$ cat src/rtl/sar_adc_ctrl.sv
// Successive-approximation ADC controller: drives the DAC trial code, samples a
// synchronized comparator once per bit (MSB first) and reports the code with start/busy/done.
module sar_adc_ctrl #(
  parameter int WIDTH         = 8,
  parameter int SETTLE_CYCLES = 16,
  parameter int SYNC_STAGES   = 2
) (
  input  logic             clk,
  input  logic             reset,
  input  logic             start,
  input  logic             cmp_in,
  output logic [WIDTH-1:0] dac_out,
  output logic             busy,
  output logic             done,
  output logic [WIDTH-1:0] result,
  output logic [1:0]       state_dbg
);

  // Handshake: start is level-sampled only in IDLE; busy is high for the whole
  // conversion; done is a single-cycle pulse coinciding with the new result.
  localparam int IW = (WIDTH > 1) ? $clog2(WIDTH) : 1;
  localparam int CW = $clog2(SETTLE_CYCLES + 1);

  localparam logic [WIDTH-1:0] MSB_CODE = {1'b1, {(WIDTH-1){1'b0}}};
  localparam logic [IW-1:0]    IDX_TOP  = IW'(WIDTH - 1);
  localparam logic [CW-1:0]    CNT_TOP  = CW'(SETTLE_CYCLES - 1);

  typedef enum logic [1:0] {
    S_IDLE   = 2'd0,
    S_SETTLE = 2'd1,
    S_DECIDE = 2'd2,
    S_DONE   = 2'd3
  } state_t;

  state_t                 state_q;
  logic [WIDTH-1:0]       trial_q;
  logic [IW-1:0]          bit_idx_q;
  logic [CW-1:0]          cnt_q;
  logic [WIDTH-1:0]       result_q;
  logic                   busy_q;
  logic                   done_q;
  logic [SYNC_STAGES-1:0] sync_q;

  logic                   cmp_s;
  logic [WIDTH-1:0]       trial_keep;
  logic [WIDTH-1:0]       trial_d;

  assign cmp_s = sync_q[SYNC_STAGES-1];

  always_ff @(posedge clk or posedge reset) begin
    if (reset) begin
      sync_q <= '0;
    end else begin
      sync_q <= {sync_q[SYNC_STAGES-2:0], cmp_in};
    end
  end

  // trial_keep resolves the current bit; trial_d also raises the next probe bit.
  always_comb begin
    trial_keep = trial_q;
    if (!cmp_s) begin
      trial_keep[bit_idx_q] = 1'b0;
    end
    trial_d = trial_keep;
    if (bit_idx_q != '0) begin
      trial_d[bit_idx_q - 1'b1] = 1'b1;
    end
  end

  always_ff @(posedge clk or posedge reset) begin
    if (reset) begin
      state_q   <= S_IDLE;
      trial_q   <= '0;
      bit_idx_q <= '0;
      cnt_q     <= '0;
      result_q  <= '0;
      busy_q    <= 1'b0;
      done_q    <= 1'b0;
    end else begin
      case (state_q)
        S_IDLE: begin
          done_q <= 1'b0;
          if (start) begin
            trial_q   <= MSB_CODE;
            bit_idx_q <= IDX_TOP;
            cnt_q     <= CNT_TOP;
            busy_q    <= 1'b1;
            state_q   <= S_SETTLE;
          end else begin
            busy_q <= 1'b0;
          end
        end
        S_SETTLE: begin
          if (cnt_q == '0) begin
            state_q <= S_DECIDE;
          end else begin
            cnt_q <= cnt_q - 1'b1;
          end
        end
        S_DECIDE: begin
          if (bit_idx_q != '0) begin
            trial_q   <= trial_d;
            bit_idx_q <= bit_idx_q - 1'b1;
            cnt_q     <= CNT_TOP;
            state_q   <= S_SETTLE;
          end else begin
            trial_q  <= trial_keep;
            result_q <= trial_keep;
            busy_q   <= 1'b0;
            done_q   <= 1'b1;
            state_q  <= S_DONE;
          end
        end
        S_DONE: begin
          done_q  <= 1'b0;
          state_q <= S_IDLE;
        end
        default: begin
          busy_q  <= 1'b0;
          done_q  <= 1'b0;
          state_q <= S_IDLE;
        end
      endcase
    end
  end

  assign dac_out   = trial_q;
  assign result    = result_q;
  assign busy      = busy_q;
  assign done      = done_q;
  assign state_dbg = state_q;

endmodule

$ cat config.mk
export PLATFORM = sky130hd
export DESIGN_NAME = sar_adc_ctrl
export DESIGN_NICKNAME = d
export VERILOG_FILES = /design/src/rtl/sar_adc_ctrl.sv
export SDC_FILE = /design/constraint.sdc
export NUM_CORES = 1
export LEC_CHECK = 0
export BUFFER_PORTS_ARGS = -buffer_cell sky130_fd_sc_hd__buf_4
export CORE_MARGIN = 4
export CORE_UTILIZATION = 50
export CTS_CLUSTER_SIZE = 16
export DETAILED_ROUTE_END_ITERATION = 7
export GPL_TIMING_DRIVEN = 0
export MAX_ROUTING_LAYER = met4
export PLACE_DENSITY = 0.74
export SYNTH_ARGS = -nofsm -noshare
export SYNTH_HDL_FRONTEND = slang
export SYNTH_SLANG_ARGS = --single-unit
$ cat constraint.sdc
create_clock -name clk -period 1.6 [get_ports clk]
set_input_delay 0.24 -clock clk [delete_from_list [all_inputs] [get_ports clk]]
set_output_delay 0.24 -clock clk [all_outputs]
set_load 0.01 [all_outputs]
## Word level (Yosys, flattened, before mapping)

Cells that the tools add are included.

- Flip-flop bits (word level): 30
- Input port bits: 4
- Output and inout bits: 20
- Word-level logic and storage cells: 66

- Add/subtract/negate cells: 2
- Magnitude comparators: 4
- Eq/ne operators: 8
- Multiplexer cells: 24
- Bitwise operators: 4
- Reduce and logical (&&, ||, !) cells: 16

Operators with widths:

| cell | number |
|---|---|
| 2-to-1 mux 8 bit | 3 |
| case mux 8 bit (2 select lines) | 1 |
| 2-to-1 mux 5 bit | 3 |
| case mux 5 bit (3 select lines) | 1 |
| inequality test 2 bit (second input constant) | 5 |
| AND reduction 2 bit | 5 |
| bitwise AND 8 bit | 1 |
| less-than comparator 3 x 4 -> 1 bit (second input constant) | 2 |
| inverter 8 bit | 1 |
| bitwise OR 8 bit | 1 |
| case mux 2 bit (4 select lines) | 1 |
| demux 1 bit (select 3 bit) | 2 |
| greater-or-equal comparator 3 x 1 -> 1 bit (second input constant) | 2 |
| 2-to-1 mux 2 bit | 3 |
| 2-to-1 mux 3 bit | 2 |
| case mux 3 bit (2 select lines) | 1 |
| nonzero test 3 bit | 2 |
| logical NOT 5 bit | 1 |
| 2-to-1 mux 1 bit | 5 |
| subtractor 5 x 1 -> 5 bit (second input constant) | 1 |
| == test 2 bit (second input constant) | 2 |
| case mux 1 bit (2 select lines) | 2 |
| AND reduction 4 bit | 1 |
| nonzero test 2 bit | 2 |
| other kinds (7) | 8 |

## Depth between registers and ports, before layout

- Word-level depth: 10
- Mapped depth: 8
- Gate-level depth less buffers: 6

## Worst setup path before layout

OpenSTA, ideal clock, no wires.

- Kind: reg2reg
- Start: reg state_q[0], in the netlist state_dbg[0]
- End: reg cnt_q[3]
- Setup time: 0.123 ns
- Arrival time: 1.703 ns
- Data required time: 1.477 ns
- Slack: -0.227 ns
- Stages on the path, launching flop included: 9
- Path buffers: 2
- Clock period less this slack: 1.827 ns
- Path through: dfrtp_1 -> inv_1 -> ha_1 -> buf_6 -> and3b_1 -> buf_6 -> or3_1 -> o21ai_1 -> o21ai_1

- Cells in the longest elaborated chain, start to end: 3
- Elaborated cells between the ends (all ways): 9
- Those cells by class: eq/ne (5); mux (1); reduce/logical (3)

RTL lines:

| item | RTL line | source |
|---|---|---|
| from (decl) | 35 | `state_t state_q;` |
| from (signal assigned) | 72 | `state_q <= S_IDLE;` |
| from (signal assigned) | 88 | `state_q <= S_SETTLE;` |
| from (signal assigned) | 95 | `state_q <= S_DECIDE;` |
| == test 2 x 1 -> 1 bit (tied with other cells) | 80 | `case (state_q)` |
| inequality test 2 bit (no line) or nonzero test 3 bit (tied branches) | -- |  |
| AND reduction 4 bit (no line) | -- |  |
| to (signal assigned) | 97 | `cnt_q <= cnt_q - 1'b1;` |
| to (decl) | 38 | `logic [CW-1:0] cnt_q;` |

Parallel ways exist; a longest one is shown, timed or not.
A chain may end at the register's enable or synchronous reset.

## Final worst setup path

- Start: reg state_q[0], in the netlist state_dbg[0]
- End: reg cnt_q[1]

Same word-level chain as after synthesis.

==> flow_summary.json <==
{
  "status": "finished, final reports clean",
  "cp.required_ps": 1860,
  "drive_gt1_frac": 0.3679,
  "crit_fanout": 6,
  "ir_worst_vdd_v": 0.001072,
  "worst_slew_pin_slew_ps": 1123,
  "synthXorXnorAreaFrac": 0.01137,
  "postRouteAntennaNets": 0,
  "die_w_microns": 63.50,
  "synth_top_family_by_area": "compound AO/OA/AOI/OAI gates",
  "place_area_sq_um": 1769,
  "dp_hpwl_microns": 2372,
  "r2r_end": "cnt_q[1]",
  "yosys.area.top_type": "dfrtp_1",
  "drtPass1Iterations": 4,
  "grt_pass1_wl_microns": 6072,
  "pin_count": 24,
  "dpl.cell_count": 208,
  "wirelength_microns": 3572,
  "ys_ff_latch": 30,
  "vias": 1299,
  "dieHeight_microns": 63.50,
  "ys_top_cells_by_area": "dfrtp_1 49%, ha_1 6.5%, o21ai_0 4.9%, nand2_1 4.6%, nor2_1 2.9%",
  "reg2reg_slack_ps": 10,
  "p_total_w": 0.003393,
  "r2r_start": "state_dbg[0]",
  "synth_top_area_frac": 0.4874,
  "path_clk_slew_ps": 90,
  "synth_fa_ha_area_frac": 0.06499,
  "grt_max_degree": 31,
  "rows": 19,
  "viasPerCell": 5.799,
  "numCtsBuffers": 5,
  "synth_flop_cell": "dfrtp_1",
  "clkLatencyLatePin_ps": 340,
  "layout_min_cycle_time_ps": 1585,
  "io_buffers": 23,
  "die-area_sq_um": 4032,
  "hold_violations": 0,
  "grt_pass1_vias": 1313,
  "worstSetupPathType": "reg2reg",
  "hold_slack_ps": 187.3,
  "final_area_sq_um": 1989,
  "cts_tree": "done",
  "muxShareOfSynthArea": 0.02843,
  "endpoint_kind": "flop",
  "clock.fmax_mhz": 630.9,
  "yosysSeqAreaShare": 0.4874,
  "syn_to_final_growth_pct": 29.16,
  "syn_inst": 154,
  "rsz0062_at_grt": "yes",
  "skew_ps": 9.822,
  "final_max_slew_viol_count": 0,
  "crit_path_start_kind": "flop",
  "hold_class": "in2async",
  "synth_area_per_cell_sq_um": 10.00,
  "p_per_area_nw_per_um2": 1705,
  "start_util": 0.5399,
  "synth-edff-count": 0,
  "grt_usage": 0.1962,
  "synth_compound_area_frac": 0.1958,
  "coreArea_sq_um": 2853,
  "period_share": 0.9906,
  "rr_worst_depth": 5,
  "drc": 0,
  "worstPathArrival_ps": 1850,
  "ys_types": 38,
  "ys_warn_count": 0,
  "drt_iter0_markers": 97,
  "antenna_cells": 0,
  "synth_nets": 166,
  "maxSlewHeadroom": 0.2508,
  "syn_area_sq_um": 1540,
  "synthSimpleGateAreaFrac": 0.1690,
  "finalNetCount": 204,
  "cts.sinks": 30,
  "stdcell_count": 224,
  "cts_max_level": 2,
  "clockRootBuffer": "clkbuf_4",
  "cts_max_path_buffers": 2,
  "grt-ovfl-total": 0,
  "gp_congestion": 0.9185,
  "async_flop_share": 1.000,
  "max-cap-violations": 0,
  "setup_viol": 0,
  "power.leakage_nw": 0.9000,
  "antenna_found_initial": 0,
  "setup_tns_ps": 0,
  "routedWlPerCell_microns": 15.95
}
==> where the power goes <==
part / switching [W] / total [W] / leakage (nW) / internal (W)
sequential: 0.000138 / 0.00108 / 0.368 / 0.000943
combinational: 0.00102 / 0.00184 / 0.497 / 0.000823
clock: 0.000255 / 0.000468 / 0.0353 / 0.000212
==> worst max path at each step <==
stage / startpoint / to / depth (start not counted)
finish: state_dbg[0] / cnt_q[1] / 5
detailed placement: state_dbg[1] / bit_idx_q[0] / 5
global placement: bit_idx_q[0] / cnt_q[3] / 7
CTS: cnt_q[1] / state_dbg[1] / 6
floorplan: state_dbg[0] / cnt_q[3] / 8
global route: cnt_q[1] / state_dbg[1] / 6
==> sequential cells by signal, summed over array words and instances (netlist names) <==
signal,count
result,8
state_dbg,2
done,1
sync_q,2
cnt_q,5
busy,1
dac_out,8
bit_idx_q,3
==> kinds of logic after synthesis <==
logic type	after synthesis
buf+inv	13
xor+xnor	2
simple gates	52
fa+ha+maj	8
mux	4
compound gates	45
flops	30
==> area by class of cell <==
type	count	area (sq um)
clock buffers	7	55.05
repair buffers	33	254.0
inverters	9	36.28
flip-flops and latches	30	755.7
plain buffers	2	12.51
multi-input cells	111	832.0
clock inverters	1	5.005
fillers	231	863.3
well taps	31	38.79
==> stage by stage <==
| stage | setup WS [ps] | utilization |
|---|---|---|
| 5_1_grt | -106.3 | 0.6974 |
| 6_report | 14.99 | 0.6974 |
| 3_3_place_gp | -195.0 | 0.6202 |
| 3_5_place_dp | -245.3 | 0.6202 |
| 4_1_cts | 6.904 | 0.6772 |
| 2_1_floorplan | -100.1 | - |
==> synth_stat cells (2+ instances only) <==
| cell | instances |
|---|---|
| nand2_1 | 19 |
| or3_1 | 3 |
| a31oi_1 | 5 |
| a22o_1 | 3 |
| o21ai_0 | 15 |
| nor2_1 | 12 |
| o31a_1 | 2 |
| buf_2 | 2 |
| a32o_1 | 2 |
| mux2_2 | 3 |
| nor2b_1 | 3 |
| o221ai_1 | 2 |
| ha_1 | 8 |
| inv_1 | 9 |
| o21ai_1 | 3 |
| buf_6 | 2 |
| nand3_1 | 2 |
| o21a_1 | 2 |
| dfrtp_1 | 30 |
| a21oi_1 | 4 |
| nand2b_1 | 6 |
==> repair_timing <==
action / 4_1_cts / 5_1_grt
buffers inserted: 7 / 2
hold buffers: 1 / 0
setup endpoints to repair: 22 / 20
resized for setup: 13 / 15
pin swaps: 5 / 4
hold endpoints to repair: 1 / 0
==> metal layers <==
layer | GRT usage | wire [microns] | vias to the layer above
met4 | 0.07547 | 77 | 0
met1 | 0.2525 | 1538 | 624
li1 | - | - | 627
met2 | 0.3012 | 1765 | 40
met5 | - | 0 | -
met3 | 0.04440 | 190 | 8
==> cell usage in the layout, fill, tap and decap left out, types with 2 or more instances in the layout <==
cell and instances:
buf_4 31, dfrtp_1 26, nand2_1 18, o21ai_0 15, nor2_1 11, nand2b_1 6
clkbuf_4 6, a31oi_1 5, inv_1 5, ha_1 4, dfrtp_2 4, mux2_2 3
a21oi_1 3, a22o_1 3, inv_2 3, ha_4 3, nor2b_4 2, nand3_1 2
o21a_1 2, o221ai_1 2, o31a_1 2, a32o_1 2, or3_1 2, o21ai_1 2
==> worst max-delay path, stage by stage, from the launching register on <==
cell and delay, ps:
dfrtp_2 440, buf_4 150, ha_1 290, a2111oi_2 400
nor2_1 80, a21oi_1 150
No activity file was read; power rests on OpenSTA's default activity.
